<file path="src/rtl/decode_stage_v2.sv">
// MIPS ID stage: decode, register file with W->D bypass, branch/jump resolution
// and the D/E pipeline register feeding the execute stage.
module decode_stage_v2 #(
  parameter int DATA_W   = 32,
  parameter int NREG     = 32,
  parameter int LINK_REG = 31
) (
  input  logic              clk,
  input  logic              reset,
  input  logic [31:0]       f_pc,
  input  logic [31:0]       d_pc,
  input  logic [31:0]       d_instr,
  input  logic              d_valid,
  input  logic              stall,
  input  logic              flush,
  input  logic              fw_rs_en,
  input  logic              fw_rt_en,
  input  logic [DATA_W-1:0] fw_rs_val,
  input  logic [DATA_W-1:0] fw_rt_val,
  input  logic              w_we,
  input  logic [4:0]        w_a3,
  input  logic [DATA_W-1:0] w_wd,
  output logic [4:0]        d_rs,
  output logic [4:0]        d_rt,
  output logic [31:0]       npc,
  output logic              redirect,
  output logic              e_valid,
  output logic [31:0]       e_pc,
  output logic [31:0]       e_instr,
  output logic [DATA_W-1:0] e_rs_val,
  output logic [DATA_W-1:0] e_rt_val,
  output logic [DATA_W-1:0] e_imm,
  output logic [4:0]        e_a3,
  output logic [31:0]       e_link
);

  localparam int AW = $clog2(NREG);

  localparam logic [5:0] OP_RTYPE  = 6'b000000;
  localparam logic [5:0] OP_REGIMM = 6'b000001;
  localparam logic [5:0] OP_J      = 6'b000010;
  localparam logic [5:0] OP_JAL    = 6'b000011;
  localparam logic [5:0] OP_BEQ    = 6'b000100;
  localparam logic [5:0] OP_BNE    = 6'b000101;
  localparam logic [5:0] OP_BLEZ   = 6'b000110;
  localparam logic [5:0] OP_BGTZ   = 6'b000111;
  localparam logic [5:0] OP_ADDI   = 6'b001000;
  localparam logic [5:0] OP_ADDIU  = 6'b001001;
  localparam logic [5:0] OP_SLTI   = 6'b001010;
  localparam logic [5:0] OP_SLTIU  = 6'b001011;
  localparam logic [5:0] OP_ANDI   = 6'b001100;
  localparam logic [5:0] OP_ORI    = 6'b001101;
  localparam logic [5:0] OP_XORI   = 6'b001110;
  localparam logic [5:0] OP_LUI    = 6'b001111;
  localparam logic [5:0] OP_LB     = 6'b100000;
  localparam logic [5:0] OP_LW     = 6'b100011;
  localparam logic [5:0] FN_JR     = 6'b001000;
  localparam logic [5:0] FN_JALR   = 6'b001001;

  function automatic logic [DATA_W-1:0] sext32(input logic [31:0] v);
    return DATA_W'($signed(v));
  endfunction

  logic [5:0]        op_s;
  logic [5:0]        funct_s;
  logic [4:0]        rs_a_s;
  logic [4:0]        rt_a_s;
  logic [4:0]        rd_a_s;
  logic [15:0]       imm16_s;
  logic [25:0]       imm26_s;
  logic              rf_we_s;
  logic              w_in_range_s;
  logic [AW-1:0]     rs_idx_s;
  logic [AW-1:0]     rt_idx_s;
  logic [DATA_W-1:0] rf_r [NREG];
  logic [DATA_W-1:0] rs_arr_s;
  logic [DATA_W-1:0] rt_arr_s;
  logic [DATA_W-1:0] rs_val_s;
  logic [DATA_W-1:0] rt_val_s;
  logic              rs_neg_s;
  logic              rs_zero_s;
  logic              rs_eq_rt_s;
  logic [31:0]       br_tgt_s;
  logic [31:0]       j_tgt_s;
  logic [DATA_W-1:0] imm_s;
  logic [4:0]        a3_s;
  logic              link_s;
  logic              taken_s;
  logic              jump_s;
  logic [31:0]       target_s;
  logic              bubble_s;

  assign op_s    = d_instr[31:26];
  assign rs_a_s  = d_instr[25:21];
  assign rt_a_s  = d_instr[20:16];
  assign rd_a_s  = d_instr[15:11];
  assign funct_s = d_instr[5:0];
  assign imm16_s = d_instr[15:0];
  assign imm26_s = d_instr[25:0];
  assign d_rs    = rs_a_s;
  assign d_rt    = rt_a_s;

  generate
    if (NREG >= 32) begin : g_full_range
      assign w_in_range_s = 1'b1;
    end else begin : g_part_range
      assign w_in_range_s = (w_a3 < 5'(NREG));
    end
  endgenerate

  assign rf_we_s = w_we && (w_a3 != 5'd0) && w_in_range_s;

  // Register 0 is never addressed by a write because rf_we_s excludes w_a3==0.
  genvar g;
  generate
    for (g = 0; g < NREG; g++) begin : g_rf
      // Register file entry: cleared on reset, loaded by the writeback port
      always_ff @(posedge clk or negedge reset) begin
        if (!reset) begin
          rf_r[g] <= {DATA_W{1'b0}};
        end else if (rf_we_s && (w_a3[AW-1:0] == AW'(g))) begin
          rf_r[g] <= w_wd;
        end
      end
    end
  endgenerate

  assign rs_idx_s = rs_a_s[AW-1:0];
  assign rt_idx_s = rt_a_s[AW-1:0];
  assign rs_arr_s = (rs_idx_s == {AW{1'b0}}) ? {DATA_W{1'b0}} : rf_r[rs_idx_s];
  assign rt_arr_s = (rt_idx_s == {AW{1'b0}}) ? {DATA_W{1'b0}} : rf_r[rt_idx_s];

  // Operand resolution: forwarding, then same-cycle writeback bypass, then array
  always_comb begin
    rs_val_s = rs_arr_s;
    rt_val_s = rt_arr_s;
    if (fw_rs_en) begin
      rs_val_s = fw_rs_val;
    end else if (w_we && (w_a3 == rs_a_s) && (rs_a_s != 5'd0)) begin
      rs_val_s = w_wd;
    end else begin
      rs_val_s = rs_arr_s;
    end
    if (fw_rt_en) begin
      rt_val_s = fw_rt_val;
    end else if (w_we && (w_a3 == rt_a_s) && (rt_a_s != 5'd0)) begin
      rt_val_s = w_wd;
    end else begin
      rt_val_s = rt_arr_s;
    end
  end

  assign rs_neg_s   = rs_val_s[DATA_W-1];
  assign rs_zero_s  = (rs_val_s == {DATA_W{1'b0}});
  assign rs_eq_rt_s = (rs_val_s == rt_val_s);
  assign br_tgt_s   = d_pc + 32'd4 + {{14{imm16_s[15]}}, imm16_s, 2'b00};
  assign j_tgt_s    = {d_pc[31:28], imm26_s, 2'b00};

  // Instruction decode: immediate, destination, branch condition and target
  always_comb begin
    imm_s    = sext32({{16{imm16_s[15]}}, imm16_s});
    a3_s     = 5'd0;
    link_s   = 1'b0;
    taken_s  = 1'b0;
    jump_s   = 1'b0;
    target_s = br_tgt_s;
    case (op_s)
      OP_RTYPE: begin
        case (funct_s)
          FN_JR: begin
            jump_s   = 1'b1;
            target_s = rs_val_s[31:0];
          end
          FN_JALR: begin
            jump_s   = 1'b1;
            target_s = rs_val_s[31:0];
            a3_s     = rd_a_s;
            link_s   = 1'b1;
          end
          default: a3_s = rd_a_s;
        endcase
      end
      OP_REGIMM: begin
        case (rt_a_s)
          5'd0:    taken_s = rs_neg_s;
          5'd1:    taken_s = !rs_neg_s;
          default: taken_s = 1'b0;
        endcase
      end
      OP_J: begin
        jump_s   = 1'b1;
        target_s = j_tgt_s;
      end
      OP_JAL: begin
        jump_s   = 1'b1;
        target_s = j_tgt_s;
        a3_s     = 5'(LINK_REG);
        link_s   = 1'b1;
      end
      OP_BEQ:  taken_s = rs_eq_rt_s;
      OP_BNE:  taken_s = !rs_eq_rt_s;
      OP_BLEZ: taken_s = rs_neg_s || rs_zero_s;
      OP_BGTZ: taken_s = !rs_neg_s && !rs_zero_s;
      OP_ADDI, OP_ADDIU, OP_SLTI, OP_SLTIU, OP_LW, OP_LB: a3_s = rt_a_s;
      OP_ANDI, OP_ORI, OP_XORI: begin
        a3_s  = rt_a_s;
        imm_s = DATA_W'(imm16_s);
      end
      OP_LUI: begin
        a3_s  = rt_a_s;
        imm_s = sext32({imm16_s, 16'h0000});
      end
      default: a3_s = 5'd0;
    endcase
  end

  // Next-PC selection; a stalled instruction cannot redirect fetch
  always_comb begin
    if (d_valid && !stall && (taken_s || jump_s)) begin
      redirect = 1'b1;
      npc      = target_s;
    end else begin
      redirect = 1'b0;
      npc      = f_pc + 32'd4;
    end
  end

  assign bubble_s = flush || stall || !d_valid;

  // D/E pipeline register with bubble insertion
  always_ff @(posedge clk or negedge reset) begin
    if (!reset) begin
      e_valid  <= 1'b0;
      e_pc     <= 32'd0;
      e_instr  <= 32'd0;
      e_rs_val <= {DATA_W{1'b0}};
      e_rt_val <= {DATA_W{1'b0}};
      e_imm    <= {DATA_W{1'b0}};
      e_a3     <= 5'd0;
      e_link   <= 32'd0;
    end else if (bubble_s) begin
      e_valid  <= 1'b0;
      e_pc     <= 32'd0;
      e_instr  <= 32'd0;
      e_rs_val <= {DATA_W{1'b0}};
      e_rt_val <= {DATA_W{1'b0}};
      e_imm    <= {DATA_W{1'b0}};
      e_a3     <= 5'd0;
      e_link   <= 32'd0;
    end else begin
      e_valid  <= 1'b1;
      e_pc     <= d_pc;
      e_instr  <= d_instr;
      e_rs_val <= rs_val_s;
      e_rt_val <= rt_val_s;
      e_imm    <= imm_s;
      e_a3     <= a3_s;
      e_link   <= link_s ? (d_pc + 32'd8) : 32'd0;
    end
  end

endmodule

</file>
<file path="config.mk">
export PLATFORM = sky130hd
export DESIGN_NAME = decode_stage_v2
export DESIGN_NICKNAME = d
export VERILOG_FILES = /design/src/rtl/decode_stage_v2.sv
export SDC_FILE = /design/constraint.sdc
export NUM_CORES = 2
export LEC_CHECK = 0
export CORE_ASPECT_RATIO = 1.75
export CORE_MARGIN = 3
export CORE_UTILIZATION = 65
export DETAILED_ROUTE_END_ITERATION = 8
export PLACE_DENSITY_LB_ADDON = 0.12
export SLEW_MARGIN = 25
export SYNTH_ARGS = -nofsm -noshare
export SYNTH_HDL_FRONTEND = slang
export SYNTH_SLANG_ARGS = --single-unit
</file>
<file path="constraint.sdc">
create_clock -name clk -period 13.7 [get_ports clk]
set_input_delay 2.74 -clock clk [delete_from_list [all_inputs] [get_ports clk]]
set_output_delay 2.74 -clock clk [all_outputs]
set_load 0.01 [all_outputs]
</file>
# Word-level counts from Yosys, hierarchy flattened
# Index checks and enable logic that the tools add are counted.
[word_totals]
register_bits = 1222
out_inout_bits = 241
[op_classes]
n_addsub = 4
order_cmp = 2
eq_ne = 54
muxes = 34
bitwise_logic = 2
reduce_logical = 61
[op_table]
columns = ["op", "count"]
rows = [
  ["$mux 32", 19],
  ["$bmux 32 s5", 2],
  ["$pmux 32 s2", 2],
  ["$eq 5x5->1 const B", 16],
  ["$add 32x3->32 const B", 2],
  ["$eq 6x4->1 const B", 10],
  ["$eq 5x4->1 const B", 8],
  ["$logic_and 1x1->1", 40],
  ["$add 32x32->32", 1],
  ["$add 32x4->32 const B", 1],
  ["$eq 32x32->1", 1],
  ["$logic_not 32->1", 1],
  ["$eq 6x3->1 const B", 4],
  ["$eq 5x3->1 const B", 4],
  ["$logic_not 5->1", 3],
  ["$pmux 5 s3", 1],
  ["$reduce_bool 5->1", 3],
  ["$eq 6x2->1 const B", 2],
  ["$eq 6x6->1 const B", 2],
  ["$ge 6x6->1 const B", 2],
  ["$not 5->6", 2],
  ["$eq 5x1->1 const B", 2],
  ["$eq 5x2->1 const B", 2],
  ["$eq 5x5->1", 2],
  ["other kinds (11)", 25],
]

# Depth between registers and ports, before layout
[depth]
depth_word = 14
depth_mapped = 21
ltp_nobuf = 17

# Worst setup path before layout
# Ideal clock, no wire load.
[synth_timing]
path_type = "input to output"
from = "in d_instr[21]"
to = "out npc[10]"
arrival_ns = 6.794
t_required_ns = 10.960
setup_slack_ns = 4.166
cell_stages = 20
cell_sequence = "buf_6 -> buf_6 -> buf_6 -> buf_6 -> buf_4 -> buf_6 -> buf_2 -> mux2i_1 -> o221ai_1 -> a211oi_1 -> a21oi_1 -> a222oi_1 -> xnor2_1 -> nand3_1 -> nor4_1 -> a31oi_2 -> xnor2_2 -> a41oi_4 -> buf_6 -> mux2i_1"
[synth_between]
elab_chain_cells = 14
word_cells_on_any_way = 26
[synth_rtl]
columns = ["item", "line_no", "source"]
rows = [
  ["start, declared", "12", "input logic [31:0] d_instr,"],
  ["$not 5->6 (not written as such)", "130", "assign rs_arr_s = (rs_idx_s == {AW{1'b0}}) ? {DATA_W{1'b0}} : rf_r[rs_idx_s];"],
  ["$bmux 32 s5", "130", ""],
  ["$mux 32 (not written as such) (2 in series)", "130", ""],
  ["$mux 32", "130", ""],
  ["$mux 32 (*)", "139", "end else if (w_we && (w_a3 == rs_a_s) && (rs_a_s != 5'd0)) begin"],
  ["$mux 32 (*)", "137", "if (fw_rs_en) begin"],
  ["$logic_not 32->1", "154", "assign rs_zero_s = (rs_val_s == {DATA_W{1'b0}});"],
  ["$logic_not 1->1", "203", "OP_BGTZ: taken_s = !rs_neg_s && !rs_zero_s;"],
  ["$logic_and 1x1->1", "203", ""],
  ["$pmux 1 s5", "167", "case (op_s)"],
  ["$logic_or 1x1->1", "219", "if (d_valid && !stall && (taken_s || jump_s)) begin"],
  ["$logic_and 1x1->1", "219", ""],
  ["$mux 32 (*)", "219", ""],
  ["end, declared", "25", "output logic [31:0] npc,"],
]
# Every way passes the cells marked *; elsewhere a longest branch is shown, timed or not. The select of a mux whose other input is x is not followed.

# Worst setup path in the final report
[layout_timing]
from = "in w_a3[2]"
to = "out npc[1]"
[layout_between]
elab_chain_cells = 12
word_cells_on_any_way = 24
[layout_rtl]
columns = ["item", "line_no", "source"]
rows = [
  ["start, declared", "21", "input logic [4:0] w_a3,"],
  ["$eq 5x5->1", "139", ""],
  ["$logic_and 1x1->1 (2 in series)", "139", ""],
  ["$mux 32", "139", ""],
  ["$mux 32", "137", ""],
  ["$logic_not 32->1", "154", ""],
  ["$logic_not 1->1", "203", ""],
  ["$logic_and 1x1->1", "203", ""],
  ["$pmux 1 s5", "167", ""],
  ["$logic_or 1x1->1", "219", ""],
  ["$logic_and 1x1->1", "219", ""],
  ["$mux 32 (*)", "219", ""],
]
# Every way passes the cells marked *; elsewhere a longest branch is shown, timed or not.

==> metrics.txt <==
RSZ-0062 raised after global routing=false; ys flop type=dfrtp_1; Core Area=roughly 100,000 um^2; CTS tree=yes; maximum clock path buffer count=3; post-DP HPWL=between 150 and 200 mm; most common library cell in the layout ignoring fill and taps=dfrtp_1; global-route wire length before repair=between 300 and 400 mm; setup violators final=0; largest area contributor in the netlist=dfrtp_1; DR iter-0 viols=6,535; Die X=between 200 and 250 um; WP data required=10,960 ps; crit path launch type=input port; dominant cells by area after synthesis=dfrtp_1 (47%), mux2_2 (17%), mux4_2 (16%), mux2i_1 (3.2%), clkbuf_1 (1.9%); # Post-CTS Setup Buffers=0; Die Y=about 430 um; slowest cell on the critical path=a221oi_1; Synth async-reset ratio=100.0%; Power Density=approximately 140 nW/um^2; crit-path cells=clkdlybuf4s50_1, xor2_1, nor4_2, a31o_2, a311oi_1, a221oi_1, nand4_1, or4_1, o31ai_2, a31oi_2, xnor2_2, a41oi_4, buf_4, mux2_2, clkdlybuf4s50_1; Avg Cell Area, Syn=~14 um^2; Syn. warnings=0; CTS buffer count=between 100 and 150; Seq cells post-synth=roughly 1,200; die area=~100,000 um^2; Fin. Hold Viols=0; status=finished, final reports clean; DP Area=around 70,000 um^2; normalized max-slew margin=about 18%; Worst VDD drop=roughly 0.00011 V; Final TNS setup=0 ps; Lkg Pwr=between 30 and 40 nW; Worst-Skew Late Latency=approximately 770 ps; Top cell by count, worst path=clkdlybuf4s50_1; EDFF count, synth=0; GPL Wtd Cong=roughly 1; Synth cell types=a little over 80; area share of the largest cell type after synthesis=46.79%; row count=between 150 and 200; Vias=48,320; fin area=around 75,000 um^2; post-route worst hold slack=~390 ps; Area Overhead vs Synth=14.48%; Initial Util=65.65%; Power Total=~10 mW; fin crit share=about 90%; worst min-delay path category=reg2reg; Post-Syn Instances=4,707; fill count=6,304; initial antenna violation count=32; post-CTS resize count=0; Post-layout nets=between 5,000 and 6,000; H-tree Lvls=3; most frequent cells in the layout=dfrtp_1 (1,222), mux2_2 (991), mux4_2 (460); Clock transition at path regs=70 ps; fin. max-slew vios=0; IO Pins=446; crit-path max cell delay=980 ps; # hold bufs at CTS=0; worst-path maximum fanout=33; Clock Root Buffer=clkbuf_16; GRT Total Usage=about 46%; crit path capture type=output pin; Wirelength per Cell=about 38 um; fmax=between 70 and 80 MHz; crit path time final=about 13,000 ps; Arrival @ worst endpoint=roughly 10000 ps; router iterations before antenna repair=7; largest net degree at the start of global routing=around 190; CTS sink count=1,222; Via density=around 7.6; layout cell share with drive strength beyond 1=37.66%; Least-Margin Pin Slew=approximately 1200 ps; Residual DRC=0; Routed Antenna Nets=0; clock skew=about 25 ps; number of global-route vias before repair=a little under 50,000; WL final=242.0 mm; Overflow after GRT=0; syn nets=4,972; IO buf count=roughly 450; WS Path Type=in2out; Mapped Area=around 65,000 um^2; max-capacitance violation count=0; Seq/Total Area, Yosys=46.79%
==> cell usage after synthesis (12+ instances only) <==
master and n:
inv_1 23, clkbuf_1 337, nand2_1 118, and2_1 94, o22ai_1 25, mux4_2 460
a211oi_1 32, dfrtp_1 1222, xor2_1 56, nor2_1 180, xnor2_1 68, o21a_1 22
buf_4 30, a22oi_1 56, nand4_1 18, ha_1 59, a21oi_1 73, a221o_1 12
mux2i_1 209, nor3_1 26, mux2_2 991, buf_6 23, buf_1 32, a22o_1 29
a222oi_1 18, nor2b_1 15, nand3_1 47, a221oi_1 63, a21o_1 14, buf_2 54
o221ai_1 55, o21ai_0 55, and3_1 27
==> cell families (layout without fill, tap and decap cells) <==
| logic type | Yosys count | after routing | share of synthesized area, % |
|---|---|---|---|
| adder cells (fa/ha/maj) | 60 | 60 | 1.160 |
| buffers and inverters | 506 | 841 | 3.446 |
| XOR/XNOR | 125 | 125 | 1.687 |
| AO/OA/AOI/OAI | 541 | 541 | 6.270 |
| AND/OR/NAND/NOR | 592 | 592 | 4.499 |
| multiplexers | 1661 | 1661 | 36.15 |
| flip-flops | 1222 | 1222 | 46.79 |
| other | 0 | 22 | 0 |
==> per-stage QoR <==
stage / utilization [%] / worst slack [ps] / instances
after floorplan: - / 4166 / 4707
after global placement: 71.15 / 1163 / 6148
after detailed placement: 71.22 / 1344 / 6154
after CTS: 75.06 / 1339 / 6357
after global routing: 75.14 / 1125 / 6372
final: 75.16 / 1076 / 6381
==> routing by layer <==
layer,track usage [%],vias up,wire (um)
met3,16.08,1309,30710
met1,52.27,24620,75160
met4,41.48,30,27030
met5,1.186,-,304
li1,-,18450,-
met2,69.71,3913,108700
==> worst max-delay path: cells and delay by family <==
family | cells | cell delay, ps
AND/OR/NAND/NOR | 3 | 1810
XOR/XNOR | 2 | 370
multiplexers | 1 | 400
AO/OA/AOI/OAI | 6 | 2610
buffers and inverters | 3 | 1890
==> state kept, by name (all words and copies together), names as in the netlist <==
name	cells
e_rs_val	32
e_rt_val	32
e_instr	32
e_a3	5
rf_r	1024
e_imm	32
e_pc	32
e_link	32
e_valid	1
==> power breakdown <==
group          leakage, nW  total, mW  internal, mW  switching, mW
logic                 14.7       2.27          1.21           1.05
clock network         1.87       3.32          1.85           1.47
registers             15.9       4.64          4.19          0.442
total                 32.4       10.2          7.25           2.96
==> area by class of cell <==
cell class	count	area [um^2]	share of cell area, %
antenna	22	55.05	0.07358
clock buffer	153	3163	4.228
tap	1317	1648	2.202
sequential	1222	30580	40.87
clock inverter	50	651.9	0.8713
multi-input combinational	2979	32770	43.80
inverter	30	115.1	0.1539
timing repair buffer	608	5837	7.802
==> final timing paths <==
path                       slack, ps      start  cells after the start      endpoint
max in group asynchronous       8900      reset                      4     rf_r[727]
max                             1080    w_a3[2]                     15        npc[1]
min reg2reg                      390  rf_r[998]                      0     rf_r[998]
min                              390  rf_r[998]                      0     rf_r[998]
max reg2reg                    10150  rf_r[534]                      6  e_rs_val[22]
min in group asynchronous       1980      reset                      1       e_pc[1]
(Power assumes the default switching activity.)
